`src/rtl/cdb_arbiter_if.sv`:
```
// cdb_arbiter_if: per-unit result push ports plus the registered CDB broadcast.
interface cdb_arbiter_if #(
   parameter int DATA_W = 32,
   parameter int TAG_W  = 6
);
   logic              int_valid, mem_valid, mult_valid, div_valid;
   logic              int_ready, mem_ready, mult_ready, div_ready;
   logic [TAG_W-1:0]  int_tag, mem_tag, mult_tag, div_tag;
   logic [DATA_W-1:0] int_data, mem_data, mult_data, div_data;
   logic              cdb_valid;
   logic [TAG_W-1:0]  cdb_tag;
   logic [DATA_W-1:0] cdb_data;
   logic [1:0]        cdb_src;

   modport master (
      output int_valid, mem_valid, mult_valid, div_valid,
      output int_tag, mem_tag, mult_tag, div_tag,
      output int_data, mem_data, mult_data, div_data,
      input  int_ready, mem_ready, mult_ready, div_ready,
      input  cdb_valid, cdb_tag, cdb_data, cdb_src
   );

   modport slave (
      input  int_valid, mem_valid, mult_valid, div_valid,
      input  int_tag, mem_tag, mult_tag, div_tag,
      input  int_data, mem_data, mult_data, div_data,
      output int_ready, mem_ready, mult_ready, div_ready,
      output cdb_valid, cdb_tag, cdb_data, cdb_src
   );
endinterface

```
`src/rtl/cdb_arbiter.sv`:
```
// cdb_arbiter: four result FIFOs (int, mem, mult, div) arbitrated onto one registered CDB
// with div > mult > LRU(int, mem) priority and a per-source starvation guard.
module cdb_arbiter #(
   parameter int DATA_W       = 32,
   parameter int TAG_W        = 6,
   parameter int DEPTH        = 2,
   parameter int STARVE_LIMIT = 4
) (
   input logic         clk,
   input logic         rst_n,
   input logic         flush,
   cdb_arbiter_if.slave bus
);
   localparam int AW = $clog2(DEPTH);
   localparam int SW = $clog2(STARVE_LIMIT + 1);
   localparam int EW = TAG_W + DATA_W;
   localparam logic [AW:0]   FULL = (AW + 1)'(DEPTH);
   localparam logic [SW-1:0] LIM  = SW'(STARVE_LIMIT);

   logic [3:0]    in_valid, ready, push, pop, ne, starved;
   logic [EW-1:0] in_word [4];
   logic [EW-1:0] fifo [4][DEPTH];
   logic [AW-1:0] rd [4];
   logic [AW-1:0] wr [4];
   logic [AW:0]   cnt [4];
   logic [SW-1:0] starve [4];
   logic [EW-1:0] head;
   logic [1:0]    sel;
   logic          any, lru;

   assign in_valid   = {bus.div_valid, bus.mult_valid, bus.mem_valid, bus.int_valid};
   assign in_word[0] = {bus.int_tag, bus.int_data};
   assign in_word[1] = {bus.mem_tag, bus.mem_data};
   assign in_word[2] = {bus.mult_tag, bus.mult_data};
   assign in_word[3] = {bus.div_tag, bus.div_data};
   assign {bus.div_ready, bus.mult_ready, bus.mem_ready, bus.int_ready} = ready;
   assign push = in_valid & ready;
   assign head = fifo[sel][rd[sel]];

   // Starved sources outrank everything; the order among them is fixed int..div.
   always_comb begin
      ne      = '0;
      ready   = '0;
      starved = '0;
      for (int i = 0; i < 4; i++) begin
         ne[i]      = cnt[i] != '0;
         ready[i]   = (cnt[i] < FULL) && !flush;
         starved[i] = ne[i] && (starve[i] == LIM);
      end
      any = (|ne) && !flush;
      sel = starved[0] ? 2'd0 : starved[1] ? 2'd1 : starved[2] ? 2'd2 : starved[3] ? 2'd3 :
            ne[3] ? 2'd3 : ne[2] ? 2'd2 :
            (ne[0] && ne[1]) ? (lru ? 2'd0 : 2'd1) : ne[0] ? 2'd0 : 2'd1;
      pop = any ? (4'b0001 << sel) : 4'b0000;
   end

   always_ff @(posedge clk) begin
      for (int i = 0; i < 4; i++)
         if (push[i]) fifo[i][wr[i]] <= in_word[i];
   end

   always_ff @(posedge clk or negedge rst_n) begin
      if (!rst_n) begin
         for (int i = 0; i < 4; i++) begin
            rd[i]     <= '0;
            wr[i]     <= '0;
            cnt[i]    <= '0;
            starve[i] <= '0;
         end
         lru           <= 1'b1;
         bus.cdb_valid <= 1'b0;
         bus.cdb_tag   <= '0;
         bus.cdb_data  <= '0;
         bus.cdb_src   <= '0;
      end else begin
         for (int i = 0; i < 4; i++) begin
            rd[i]     <= flush ? '0 : rd[i] + AW'(pop[i]);
            wr[i]     <= flush ? '0 : wr[i] + AW'(push[i]);
            cnt[i]    <= flush ? '0 : cnt[i] + (AW + 1)'(push[i]) - (AW + 1)'(pop[i]);
            starve[i] <= (flush || pop[i] || !ne[i]) ? '0 :
                         (starve[i] == LIM) ? LIM : starve[i] + SW'(1);
         end
         bus.cdb_valid <= any;
         if (any) begin
            {bus.cdb_tag, bus.cdb_data} <= head;
            bus.cdb_src                 <= sel;
            lru                         <= (sel == 2'd0) ? 1'b0 : (sel == 2'd1) ? 1'b1 : lru;
         end
      end
   end
endmodule

```
`src/flat_wrapper.sv`:
```
// flat-port wrapper written by rule: the top's interface ports become plain ports
module cdb_arbiter_flat 
#(
   parameter int DATA_W       = 32,
   parameter int TAG_W        = 6,
   parameter int DEPTH        = 2,
   parameter int STARVE_LIMIT = 4
)
  (clk, rst_n, flush, bus_int_valid, bus_mem_valid, bus_mult_valid, bus_div_valid, bus_int_tag, bus_mem_tag, bus_mult_tag, bus_div_tag, bus_int_data, bus_mem_data, bus_mult_data, bus_div_data, bus_int_ready, bus_mem_ready, bus_mult_ready, bus_div_ready, bus_cdb_valid, bus_cdb_tag, bus_cdb_data, bus_cdb_src);
  cdb_arbiter_if #(.DATA_W(DATA_W), .TAG_W(TAG_W)) bus_i ();
  input logic clk;
  input logic rst_n;
  input logic flush;
  input wire logic [$bits(bus_i.int_valid)-1:0] bus_int_valid;
  input wire logic [$bits(bus_i.mem_valid)-1:0] bus_mem_valid;
  input wire logic [$bits(bus_i.mult_valid)-1:0] bus_mult_valid;
  input wire logic [$bits(bus_i.div_valid)-1:0] bus_div_valid;
  input wire logic [$bits(bus_i.int_tag)-1:0] bus_int_tag;
  input wire logic [$bits(bus_i.mem_tag)-1:0] bus_mem_tag;
  input wire logic [$bits(bus_i.mult_tag)-1:0] bus_mult_tag;
  input wire logic [$bits(bus_i.div_tag)-1:0] bus_div_tag;
  input wire logic [$bits(bus_i.int_data)-1:0] bus_int_data;
  input wire logic [$bits(bus_i.mem_data)-1:0] bus_mem_data;
  input wire logic [$bits(bus_i.mult_data)-1:0] bus_mult_data;
  input wire logic [$bits(bus_i.div_data)-1:0] bus_div_data;
  output wire logic [$bits(bus_i.int_ready)-1:0] bus_int_ready;
  output wire logic [$bits(bus_i.mem_ready)-1:0] bus_mem_ready;
  output wire logic [$bits(bus_i.mult_ready)-1:0] bus_mult_ready;
  output wire logic [$bits(bus_i.div_ready)-1:0] bus_div_ready;
  output wire logic [$bits(bus_i.cdb_valid)-1:0] bus_cdb_valid;
  output wire logic [$bits(bus_i.cdb_tag)-1:0] bus_cdb_tag;
  output wire logic [$bits(bus_i.cdb_data)-1:0] bus_cdb_data;
  output wire logic [$bits(bus_i.cdb_src)-1:0] bus_cdb_src;
  assign bus_i.int_valid = bus_int_valid;
  assign bus_i.mem_valid = bus_mem_valid;
  assign bus_i.mult_valid = bus_mult_valid;
  assign bus_i.div_valid = bus_div_valid;
  assign bus_i.int_tag = bus_int_tag;
  assign bus_i.mem_tag = bus_mem_tag;
  assign bus_i.mult_tag = bus_mult_tag;
  assign bus_i.div_tag = bus_div_tag;
  assign bus_i.int_data = bus_int_data;
  assign bus_i.mem_data = bus_mem_data;
  assign bus_i.mult_data = bus_mult_data;
  assign bus_i.div_data = bus_div_data;
  assign bus_int_ready = bus_i.int_ready;
  assign bus_mem_ready = bus_i.mem_ready;
  assign bus_mult_ready = bus_i.mult_ready;
  assign bus_div_ready = bus_i.div_ready;
  assign bus_cdb_valid = bus_i.cdb_valid;
  assign bus_cdb_tag = bus_i.cdb_tag;
  assign bus_cdb_data = bus_i.cdb_data;
  assign bus_cdb_src = bus_i.cdb_src;
  cdb_arbiter #(.DATA_W(DATA_W), .TAG_W(TAG_W), .DEPTH(DEPTH), .STARVE_LIMIT(STARVE_LIMIT)) u_core (.clk(clk), .rst_n(rst_n), .flush(flush), .bus(bus_i));
endmodule
```
`config.mk`:
```
export PLATFORM = sky130hd
export DESIGN_NAME = cdb_arbiter_flat
export DESIGN_NICKNAME = d
export VERILOG_FILES = /design/src/rtl/cdb_arbiter_if.sv /design/src/rtl/cdb_arbiter.sv /design/src/flat_wrapper.sv
export SDC_FILE = /design/constraint.sdc
export NUM_CORES = 1
export LEC_CHECK = 0
export CELL_PAD_IN_SITES_DETAIL_PLACEMENT = 1
export CELL_PAD_IN_SITES_GLOBAL_PLACEMENT = 2
export CORE_UTILIZATION = 39
export CTS_CLUSTER_SIZE = 8
export DETAILED_ROUTE_END_ITERATION = 12
export PLACE_DENSITY = 0.87
export SLEW_MARGIN = 20
export SYNTH_ARGS = -nofsm -noshare
export SYNTH_HDL_FRONTEND = slang
export SYNTH_SLANG_ARGS = --single-unit
```
`constraint.sdc`:
```
create_clock -name clk -period 3.45 [get_ports clk]
set_input_delay 1.035 -clock clk [delete_from_list [all_inputs] [get_ports clk]]
set_output_delay 1.035 -clock clk [all_outputs]
set_load 0.02 [all_outputs]
```
==> out/metrics.yaml <==
min_path_type: "in -> async"
finalCritPeriodShare: 0.8742
syn-cell-area_um2: 14800
drive_gt1_frac: 0.1452
swShare: 0.3188
tns_ns: 0
ant_nets: 0
worstPathArrival_ns: 1.98
total_leakage_power_nw: 7.079
io_pins: 204
die_area_um2: 38740
rows: 70
status: "completed"
clock_path_buffers: 3
skew_ns: 0.01876
drc: 0
path_cells: "clkdlybuf4s50_1 -> nor2_1 -> dlymetal6s2s_1"
power.internal_mw: 10.76
setup_viol: 0
syn2layout_area_growth_pct: 29.63
critPathMaxFanout: 7
final_common_cell: "edfxtp_1"
via_per_inst: 5.138
ys_seq_elements: 371
power.switching_mw: 5.037
cts_hold_buf: 0
die_h_um: 196.8
p_seq_frac: 0.368
cts_tree: "done"
grt_overflow: 0
grt_pass1_wl_um: 58470
avgSynthCellArea_um2: 15.82
synthCells: 936
cts_made_buffers: 52
start_kind: "input pin"
worst_path_max_delay_cell: "clkdlybuf4s50_1"
fillers: 3580
worst_pin_slew_ns: 1.012
endpoint_kind: "primary output"
power.density_nw_per_um2: 823.5
cts_max_level: 2
cts_setup_buffers: 0
final-hold-violation-count: 0
drtPass1Iterations: 5
grt.total_usage: 0.2049
antenna_found_initial: 3
slew_viol_final: 0
start_util: 0.4005
cts.sinks: 371
fmax_mhz: 331.6
drtIter0Drc: 476
synth-edff-count: 304
ys_warn_count: 0
layout_common_cells: "edfxtp_1, clkdlybuf4s50_1, nor2_1"
clockRootBuffer: "clkbuf_16"
wl_per_cell_um: 22.77
route.vias.total: 8827
chipWidth_um: 196.8
nets: 1350
maxCapViolations: 0
routed_wl_um: 39110
netlist_top_cells_area: "edfxtp_1, dfrtp_1, mux2_2, mux2i_1, nor2_1"
slew_headroom: 0.3253
synth_area_leader_cell: "edfxtp_1"
first_global_vias: 9754
path_clk_slew_ns: 0.05
gp_congestion: 0.8096
hold_slack_ns: 0.4124
synth_nets: 1117
synthArstFlopShare: 0.1806
yosysSeqAreaShare: 0.7300
post-route-min-period_ns: 3.016
post_cts_resized: 0
portBuffers: 203
core_um2: 36960
critPathMaxStageDelay_ns: 0.53
required_ns: 2.41
rsz0062_at_grt: "false"
dpl.hpwl_um: 23940
netlist.area_leader.share: 0.6167
grt_max_degree: 80
ir_drop_uv: 453.9
insertion_delay_ns: 0.58
synth.distinct_cells: 35
combPwrFrac: 0.328
clkPwrFrac: 0.303
ys.flop_type: "edfxtp_1"
crit_type: "in -> out"
worst paths after layout:
| kind | start | endpoint | slack (ns) | cells past startpoint |
|---|---|---|---|---|
| worst max-delay path | flush | bus_int_ready | 0.43 | 3 |
| worst min-delay path | rst_n | u_core.bus.cdb_tag[3] | 0.41 | 1 |
| worst max register to register | u_core.cnt[1] | u_core.bus.cdb_data[14] | 0.53 | 7 |
| worst min register to register | u_core.starve[9] | u_core.starve[9] | 0.46 | 1 |
| max in group asynchronous | rst_n | u_core.lru | 2.38 | 2 |
| min in group clk | u_core.starve[9] | u_core.starve[9] | 0.46 | 1 |
critical path: cells and delay by family:
family,cells,cell delay (ns)
simple gates,1,0.17
buf+inv,2,0.77
sequential cells by signal, indices dropped and copies added, names as in the netlist:
register / cells
u_core.bus.cdb_data: 32
u_core.bus.cdb_src: 2
u_core.bus.cdb_tag: 6
u_core.bus.cdb_valid: 1
u_core.cnt: 8
u_core.fifo: 304
u_core.lru: 1
u_core.rd: 4
u_core.starve: 9
u_core.wr: 4
power groups by stage:
| stage | logic [mW] | clock network, mW | registers (mW) |
|---|---|---|---|
| global route | 5.64 | 5.06 | 5.88 |
| detailed placement | 5.21 | 0 | 5.90 |
| global placement | 5.01 | 0 | 5.87 |
| CTS | 5.27 | 4.92 | 5.83 |
| floorplan | 3.22 | 0 | 6.07 |
| finish | 5.19 | 4.79 | 5.82 |
cells in the mapped netlist, types with 2 or more instances:
cell	instances
mux2_2	76
nor2b_1	5
nand2_1	49
mux2i_1	79
ha_1	22
and2_1	3
and3_1	2
buf_2	24
nor2_1	105
o211ai_1	40
inv_1	20
dfrtp_1	66
nand3b_1	2
buf_1	2
a211o_1	39
xnor2_1	8
clkbuf_1	28
xor2_1	4
nor3_1	4
o21ai_0	2
edfxtp_1	304
nor4_1	2
a31oi_1	38
logic make-up (layout without fill, tap and decap cells):
group,after synthesis,count (layout),synth area share
AOI/OAI and AO/OA,125,125,0.06382
and+or+nand+nor,176,176,0.04818
buffers and inverters,75,351,0.02105
DFF,371,371,0.7300
muxes,155,155,0.1112
other,0,2,0
xor gates and xnor gates,12,12,0.007100
adders and majority gates,22,22,0.01859
routing by layer:
metal,share of wire,vias to the layer above,wire [µm],global-route usage
li1,-,4015,-,-
met1,0.42,4470,16490,0.2576
met2,0.50,269,19740,0.3545
met3,0.052,69,2016,0.03970
met4,0.022,4,846,0.06804
met5,0.00066,-,26,0
metrics by stage:
stage / power, mW / setup WS (ns) / area, µm² / std cells / util
finish: 15.80 / 0.4339 / 19190 / 1718 / 0.5192
global route: 16.58 / 0.3380 / 19180 / 1716 / 0.5191
CTS: 16.02 / 0.01787 / 19170 / 1716 / 0.5188
detailed placement: 11.11 / 0.02276 / 17650 / 1619 / 0.4775
global placement: 10.88 / 0.04905 / 17650 / 1619 / 0.4775
floorplan: 9.299 / 0.1365 / 14800 / 936 / -
cell type report:
type | instances | area [µm²] | share of cell area
Clock inverter | 3 | 47.55 | 0.002478
Tap cell | 504 | 630.6 | 0.03286
Inverter | 21 | 80.08 | 0.004173
Multi-Input combinational cell | 490 | 3725 | 0.1941
Sequential cell | 371 | 10810 | 0.5631
Clock buffer | 94 | 1480 | 0.07713
Timing Repair Buffer | 233 | 2415 | 0.1258
Antenna cell | 2 | 5.005 | 0.0002608
Power figures use the tool's default switching activity.
